--- config.mk ---
export PLATFORM = sky130hd
export DESIGN_NAME = mult_div_unit
export DESIGN_NICKNAME = d
export VERILOG_FILES = /design/src/rtl/mult_div_unit.sv
export SDC_FILE = /design/constraint.sdc
export NUM_CORES = 1
export LEC_CHECK = 0
export BUFFER_PORTS_ARGS = -buffer_cell sky130_fd_sc_hd__buf_2
export CORE_ASPECT_RATIO = 1.5
export CORE_MARGIN = 2
export CORE_UTILIZATION = 45
export CTS_CLUSTER_SIZE = 28
export DETAILED_ROUTE_END_ITERATION = 6
export GPL_TIMING_DRIVEN = 0
export PLACE_DENSITY = 0.61
export SLEW_MARGIN = 30
export SYNTH_ARGS = -nofsm -noshare
export SYNTH_HDL_FRONTEND = slang
export SYNTH_SLANG_ARGS = --single-unit
--- constraint.sdc ---
create_clock -name clk -period 6.1 [get_ports clk]
set_input_delay 0 -clock clk [delete_from_list [all_inputs] [get_ports clk]]
set_output_delay 0 -clock clk [all_outputs]
set_load 0.01 [all_outputs]
--- src/rtl/mult_div_unit.sv ---
// Iterative signed multiply/divide unit: Booth radix-2 multiply and restoring
// divide on magnitudes, one iteration per clock over 32 cycles.
module mult_div_unit (
  input  logic        clk,
  input  logic        reset,
  input  logic        start,
  input  logic        op,
  input  logic [31:0] a,
  input  logic [31:0] b,
  output logic [31:0] hi,
  output logic [31:0] lo,
  output logic        busy,
  output logic        done,
  output logic        div_zero
);

  typedef enum logic [1:0] {
    S_IDLE = 2'd0,
    S_CALC = 2'd1,
    S_DONE = 2'd2
  } state_t;

  state_t      r_state;
  state_t      w_next;
  logic [5:0]  r_cnt;
  logic        r_op;
  logic        r_sa;
  logic        r_sb;
  logic        r_qm1;
  logic        r_dz;
  logic [31:0] r_acc;
  logic [31:0] r_q;
  logic [31:0] r_m;
  logic [31:0] r_hi;
  logic [31:0] r_lo;

  logic [32:0] w_bsum;
  logic [33:0] w_dif;
  logic [31:0] w_acc_n;
  logic [31:0] w_q_n;
  logic        w_qm1_n;
  logic [31:0] w_quo;
  logic [31:0] w_rem;
  logic [31:0] w_res_hi;
  logic [31:0] w_res_lo;

  // State register
  always_ff @(posedge clk or posedge reset) begin
    if (reset) begin
      r_state <= S_IDLE;
    end else begin
      r_state <= w_next;
    end
  end

  // Next-state logic; a divide by zero skips CALC entirely
  always_comb begin
    w_next = r_state;
    case (r_state)
      S_IDLE: begin
        if (start) begin
          if (op && (b == 32'd0)) begin
            w_next = S_DONE;
          end else begin
            w_next = S_CALC;
          end
        end else begin
          w_next = S_IDLE;
        end
      end
      S_CALC: begin
        if (r_cnt == 6'd31) begin
          w_next = S_DONE;
        end else begin
          w_next = S_CALC;
        end
      end
      S_DONE:  w_next = S_IDLE;
      default: w_next = S_IDLE;
    endcase
  end

  // One iteration step; the Booth add uses a 33-bit sum so the -2^31 operand stays exact
  always_comb begin
    w_bsum  = {r_acc[31], r_acc};
    w_dif   = {1'b0, r_acc, r_q[31]} - {2'b00, r_m};
    w_acc_n = r_acc;
    w_q_n   = r_q;
    w_qm1_n = r_qm1;
    if (r_op == 1'b0) begin
      case ({r_q[0], r_qm1})
        2'b01:   w_bsum = {r_acc[31], r_acc} + {r_m[31], r_m};
        2'b10:   w_bsum = {r_acc[31], r_acc} - {r_m[31], r_m};
        default: w_bsum = {r_acc[31], r_acc};
      endcase
      w_acc_n = w_bsum[32:1];
      w_q_n   = {w_bsum[0], r_q[31:1]};
      w_qm1_n = r_q[0];
    end else if (w_dif[33] == 1'b0) begin
      w_acc_n = w_dif[31:0];
      w_q_n   = {r_q[30:0], 1'b1};
      w_qm1_n = 1'b0;
    end else begin
      w_acc_n = {r_acc[30:0], r_q[31]};
      w_q_n   = {r_q[30:0], 1'b0};
      w_qm1_n = 1'b0;
    end
  end

  assign w_quo    = (r_sa ^ r_sb) ? (32'd0 - w_q_n) : w_q_n;
  assign w_rem    = r_sa ? (32'd0 - w_acc_n) : w_acc_n;
  assign w_res_hi = r_op ? w_rem : w_acc_n;
  assign w_res_lo = r_op ? w_quo : w_q_n;

  // Operand capture, iteration and result registers
  always_ff @(posedge clk or posedge reset) begin
    if (reset) begin
      r_cnt <= 6'd0;
      r_op  <= 1'b0;
      r_sa  <= 1'b0;
      r_sb  <= 1'b0;
      r_qm1 <= 1'b0;
      r_dz  <= 1'b0;
      r_acc <= 32'd0;
      r_q   <= 32'd0;
      r_m   <= 32'd0;
      r_hi  <= 32'd0;
      r_lo  <= 32'd0;
    end else begin
      case (r_state)
        S_IDLE: begin
          r_dz <= 1'b0;
          if (start) begin
            r_op  <= op;
            r_cnt <= 6'd0;
            r_sa  <= a[31];
            r_sb  <= b[31];
            r_qm1 <= 1'b0;
            r_acc <= 32'd0;
            if (op) begin
              r_q <= a[31] ? (32'd0 - a) : a;
              r_m <= b[31] ? (32'd0 - b) : b;
              r_dz <= (b == 32'd0);
            end else begin
              r_q <= b;
              r_m <= a;
            end
          end
        end
        S_CALC: begin
          r_acc <= w_acc_n;
          r_q   <= w_q_n;
          r_qm1 <= w_qm1_n;
          r_cnt <= r_cnt + 6'd1;
          if (r_cnt == 6'd31) begin
            r_hi <= w_res_hi;
            r_lo <= w_res_lo;
          end
        end
        S_DONE: begin
          r_dz <= 1'b0;
        end
        default: begin
          r_dz <= 1'b0;
        end
      endcase
    end
  end

  assign hi       = r_hi;
  assign lo       = r_lo;
  assign busy     = (r_state == S_CALC);
  assign done     = (r_state == S_DONE);
  assign div_zero = r_dz;

endmodule

# Word-level counts from Yosys, hierarchy flattened
# Cells that the tools add are included.
# W data, S select, Z words.
# word_totals
regBits	173
in_bits	68
out_inout_bits	67
wordCells	63
# classes
n_addsub	8
n_eq_ne	6
mux	29
bitwise_logic	1
reduce_logical	7
# op_table
op	count
$mux W32	13
$pmux W32 S2	2
$sub A1 B32 Y32 const A	4
$pmux W33 S2	1
$sub A33 B32 Y34	1
$add A32 B32 Y33	1
$sub A32 B32 Y33	1
$logic_not A32 Y1	1
$pmux W6 S2	1
$add A6 B1 Y6 const B	1
$eq A6 B5 Y1 const B	1
$mux W2	3
$mux W6	1
$reduce_and A2 Y1	3
$mux W1	5
$eq A2 B1 Y1 const B	2
$eq A2 B2 Y1 const B	2
$pmux W1 S2	2
$pmux W2 S2	1
$logic_not A2 Y1	1
$ne A2 B2 Y1 const B	1
$reduce_bool A2 Y1	1
$logic_and A1 B1 Y1	1
$xor A1 B1 Y1	1

# Depth between registers and ports, before layout
# logic_depth
ltp_word	6
mapped_depth	24
mapped_depth_nobuf	22

# Least setup slack after synthesis
# No wires, ideal clock.
# synth_timing
path_type	register -> register
startpoint	register r_qm1
endpoint	register r_hi[30], in the netlist hi[30]
setup_ns	0.138
arrival_time_ns	4.851
t_required_ns	5.962
setup_slack_ns	1.111
stages_incl_launch_ff	24
n_path_buf	5
period_less_slack_ns	4.989
path_cell_list	dfrtp_1 -> inv_1 -> ha_1 -> clkbuf_1 -> clkbuf_1 -> nor2_1 -> xnor2_1 -> ha_1 -> buf_2 -> nand4_1 -> or2_1 -> a211oi_2 -> o31a_1 -> o31a_1 -> a41oi_1 -> and3b_1 -> or4_1 -> buf_2 -> or4_1 -> buf_2 -> or3b_1 -> nand2_2 -> o22a_1 -> o221ai_1
# synth_between
elab_chain_len	6
elab_cells_between_ends	7
classes_between	add/sub: 1; eq/ne: 2; mux: 4
# synth_rtl
element	line	source
start: declaration	29	logic r_qm1;
start signal: assignment	153	r_qm1 <= w_qm1_n;
$eq A2 B2 Y1 / $eq A2 B1 Y1 (equally long branches)	91	case ({r_q[0], r_qm1})
$pmux W33 S2 (*)	91	
$mux W32 (*)	90	if (r_op == 1'b0) begin
$sub A1 B32 Y32	111	assign w_rem = r_sa ? (32'd0 - w_acc_n) : w_acc_n;
$mux W32	111	
$mux W32 (*)	112	assign w_res_hi = r_op ? w_rem : w_acc_n;
end signal: assignment	156	r_hi <= w_res_hi;
end: declaration	34	logic [31:0] r_hi;
# Mark *: on every way between the ends. The rest lies on a longest branch, timed or not.
# A chain may end at the register's enable or synchronous reset.

# Worst setup path after layout
# layout_timing
startpoint	register r_acc[25]
endpoint	register r_lo[26], in the netlist lo[26]
# layout_between
elab_chain_len	6
# layout_rtl
element	line	source
start: declaration	31	logic [31:0] r_acc;
start signal: assignment	151	r_acc <= w_acc_n;
$sub A33 B32 Y34	86	w_dif = {1'b0, r_acc, r_q[31]} - {2'b00, r_m};
$mux W1	99	end else if (w_dif[33] == 1'b0) begin
$mux W32	90	
$sub A1 B32 Y32	110	assign w_quo = (r_sa ^ r_sb) ? (32'd0 - w_q_n) : w_q_n;
$mux W32	110	
$mux W32	113	assign w_res_lo = r_op ? w_quo : w_q_n;
end signal: assignment	157	r_lo <= w_res_lo;
end: declaration	35	logic [31:0] r_lo;
# Every way passes these cells.

==> metrics.md <==
| Metric | Value |
|---|---|
| CTS Buf Count | `17` |
| Post-synthesis cell area | `16000 µm²` |
| Placer Congestion | `about 1` |
| Final Cell Area | `about 18000 µm²` |
| Clk sinks | `around 170` |
| Layout area overhead | `14.8%` |
| Crit path max-delay family | `compound AO/OA/AOI/OAI gates` |
| Synth Net Count | `about 2300` |
| Critical Path End Type | `register` |
| Layout filler cell count | `around 3600` |
| Area post-placement | `about 17000 µm²` |
| First-pass GRT wire length | `around 100 mm` |
| Tcrit/Tclk final | `0.971` |
| Final Hold Viols | `0` |
| Max incr delay on CP | `roughly 0.57 ns` |
| Post-synth EDFFs | `0` |
| Area of the multi-input gates | `about 11000 µm²` |
| Synth Instances | `approximately 2100` |
| Flop2flop setup slack | `around 0.17 ns` |
| First-pass DRT Iterations | `5` |
| Worst-case hold path end point | `r_sb` |
| Vias in the first global route | `around 18000` |
| Root buf cell | `clkbuf_16` |
| Die area | `roughly 37000 µm²` |
| Final setup violation count | `0` |
| Clock skew | `roughly 0.021 ns` |
| H-tree depth | `4` |
| I/O pin total | `between 100 and 150` |
| Compound-cell area share of the yosys netlist | `0.295` |
| Residual DRC count | `0` |
| FF/Latch Area | `around 4300 µm²` |
| Maximum clock path buffer count | `2` |
| Post-layout nets | `2457` |
| WL met2 | `about 35 mm` |
| Most common cell after layout, fill and taps aside | `nand2_1` |
| Hold Path Class | `in -> reg` |
| Die W | `about 160 µm` |
| Vias after detailed routing | `about 18000` |
| Hold path startpoint | `b[31]` |
| Met3 wire length | `between 3 and 4 mm` |
| Starting density of the core | `0.456` |
| Largest net degree at the start of global routing | `a little under 90` |
| Mux cell area share after synthesis | `0.0322` |
| Most frequent cells in the layout | `309 x nand2_1, 258 x o21ai_0, 187 x a21oi_1` |
| Largest family of logic cells by synthesized area | `compound AO/OA/AOI/OAI gates` |
| Global route overflow | `0` |
| Critical Path RT | `around 6.4 ns` |
| Bufs and invs on worst path | `2` |
| Row count | `84` |
| Routed len/inst | `around 25 µm` |
| Top_reg_cell synth | `dfrtp_1` |
| Worst skew pair latency | `0.47 ns` |
| Crit path DAT | `between 6 and 7 ns` |
| R2R Path End | `lo[26]` |
| Worst Tran Pin Value | `slightly above 0.9 ns` |
| Die Y | `235 µm` |
| TritonCTS clock tree | `done` |
| Yosys warning total | `0` |
| Avg Synthesized Cell Area | `between 7 and 8 µm²` |
| Share of cells above drive strength 1 | `0.103` |
| Dpl hpwl | `between 50 and 60 mm` |
| Seq cells post-synth | `~170` |
| Part of the Yosys area used for sequential elements | `0.270` |
| Hold path depth | `3` |
| Reg2Reg Depth | `20` |
| CP most frequent cell | `nor2_1` |
| Synth cell types | `87` |
| Async set-or-reset flop fraction in the synthesized netlist | `1.00` |
| CTS clk-pin slew, worst paths | `roughly 0.080 ns` |
| Fmax | `about 170 MHz` |
| Worst Setup Start Kind | `register` |
| DR iter-0 viols | `around 1300` |
| Post-CTS setup buffers | `0` |
| Tmin final | `about 5.9 ns` |
| Initial antenna violation count | `1` |
| Slew Limit Fails | `0` |
| FF-to-FF Start | `r_acc[25]` |
| Core footprint | `around 35000 µm²` |
| Max-cap viol count | `0` |
| RSZ-0062 raised after global routing | `false` |
| Top Layer Used | `met4` |
| Synth Area in XOR/XNOR | `0.0990` |
| Gr usage total | `0.380` |
| CP max FO | `10` |
| Outcome | `finished clean` |
| WL final | `around 70 mm` |
| CP Class | `reg -> reg` |
| Synthesized-area fraction occupied by adder cells | `0.0580` |
| Slew headroom | `0.373` |
| Vias per inst | `6.30` |
| Critical-path cell list | `ha_1, a21oi_1, o21ai_1, a311oi_2, o21ai_2, clkbuf_1, nor2_1, clkbuf_2, nand2_1, o21ai_1, ha_1, o21ai_0, nor2_1, o21a_1, nand2_1, o41a_1, xnor2_1, nor2_1, a21oi_1, o21ai_0` |
| Simple-gate portion of the synthesized area | `0.199` |
| DRT met1 WL | `roughly 24 mm` |
| Routed Antenna Nets | `0` |
| IO buf count | `around 130` |
| Slowest cell on the critical path | `dfrtp_1` |
==> worst reg2reg max path, stage by stage, from the launching register on <==
cell,delay [ns]
dfrtp_1,0.57
ha_1,0.49
a21oi_1,0.21
o21ai_1,0.27
a311oi_2,0.50
o21ai_2,0.26
clkbuf_1,0.31
nor2_1,0.42
clkbuf_2,0.33
nand2_1,0.09
o21ai_1,0.31
ha_1,0.32
o21ai_0,0.11
nor2_1,0.23
o21a_1,0.28
nand2_1,0.14
o41a_1,0.40
xnor2_1,0.14
nor2_1,0.05
a21oi_1,0.24
o21ai_0,0.12
==> cell usage after synthesis (13+ instances only) <==
cell | count | area (µm²)
nand4_1 | 15 | 93.8
nor4_1 | 17 | 106
a21o_1 | 26 | 195
a21oi_1 | 189 | 946
and2_1 | 16 | 100
or3_1 | 17 | 106
xor2_1 | 92 | 806
nor2_1 | 145 | 544
o21a_1 | 23 | 173
a31oi_1 | 36 | 225
o221ai_1 | 13 | 114
dfrtp_1 | 173 | 4330
nand3_1 | 31 | 155
xnor2_1 | 89 | 780
and3_1 | 17 | 106
clkbuf_1 | 98 | 368
ha_1 | 71 | 888
o31ai_1 | 31 | 233
a22o_1 | 15 | 131
inv_1 | 69 | 259
buf_1 | 13 | 48.8
mux2i_1 | 38 | 380
a211oi_1 | 25 | 188
nand2_1 | 309 | 1160
nor3_1 | 43 | 215
o21ai_0 | 261 | 1310
nor2b_1 | 21 | 131
o41ai_1 | 18 | 158
nand2b_1 | 17 | 106
o211ai_1 | 16 | 120
==> worst max path at each step <==
stage | start | endpoint | slack, ns | depth (start not counted)
finish | r_acc[25] | lo[26] | 0.17 | 20
global placement | r_op | lo[30] | -1.79 | 23
floorplan | r_qm1 | hi[30] | 1.11 | 23
detailed placement | r_op | lo[26] | -1.72 | 22
CTS | r_op | lo[26] | 0.008 | 21
global route | r_m[3] | hi[28] | 0.01 | 22
==> kinds of logic (layout without fill, tap and decap cells) <==
kind of cell | count (synthesis) | in the layout
compound gates | 760 | 760
simple gates | 692 | 692
buf+inv | 196 | 400
xor+xnor | 181 | 181
flops | 173 | 173
fa+ha+maj | 73 | 73
mux | 50 | 50
other cells | 0 | 1
==> flip-flops by register name (all words and copies together) (netlist names) <==
signal,flops
r_sa,1
r_sb,1
hi,32
r_op,1
r_acc,32
r_state,2
div_zero,1
r_cnt,6
r_m,32
r_q,32
r_qm1,1
lo,32
==> layout make-up <==
type,count,share of cell area
diodes,1,0.000136
plain buffers,123,0.0278
clock buffers,18,0.0233
clock inverters,14,0.00932
inverters,71,0.0149
multi-input cells,1756,0.598
flip-flops and latches,173,0.236
well taps,473,0.0322
repair buffers,174,0.0592
==> through the flow <==
stage                     hold WS, ns   util  setup WS, ns  setup TNS (ns)  instances
after floorplan                 0.196      -          1.11               0       2125
after global placement          0.348  0.492         -1.79         -110.50       2732
after detailed placement        0.141  0.493         -1.72          -19.72       2733
after CTS                      0.0119  0.522       0.00780               0       2803
after global routing           0.0219  0.524        0.0108               0       2802
final                          0.0393  0.524         0.174               0       2803
==> metal layers <==
metal,up-vias,GRT usage
met3,326,0.0533
met5,-,0
met4,0,0.352
li1,8080,-
met2,742,0.652
met1,8504,0.389
==> repair_timing <==
item | 4_1_cts | 5_1_grt
endpoints found under the setup margin | 26 | 21
resized for setup | 12 | 27
hold endpoints to repair | 122 | 0
hold buffers | 39 | 0
Power is not shown: default switching activity piles up to over one toggle a cycle in this logic, so the estimate is an artifact.
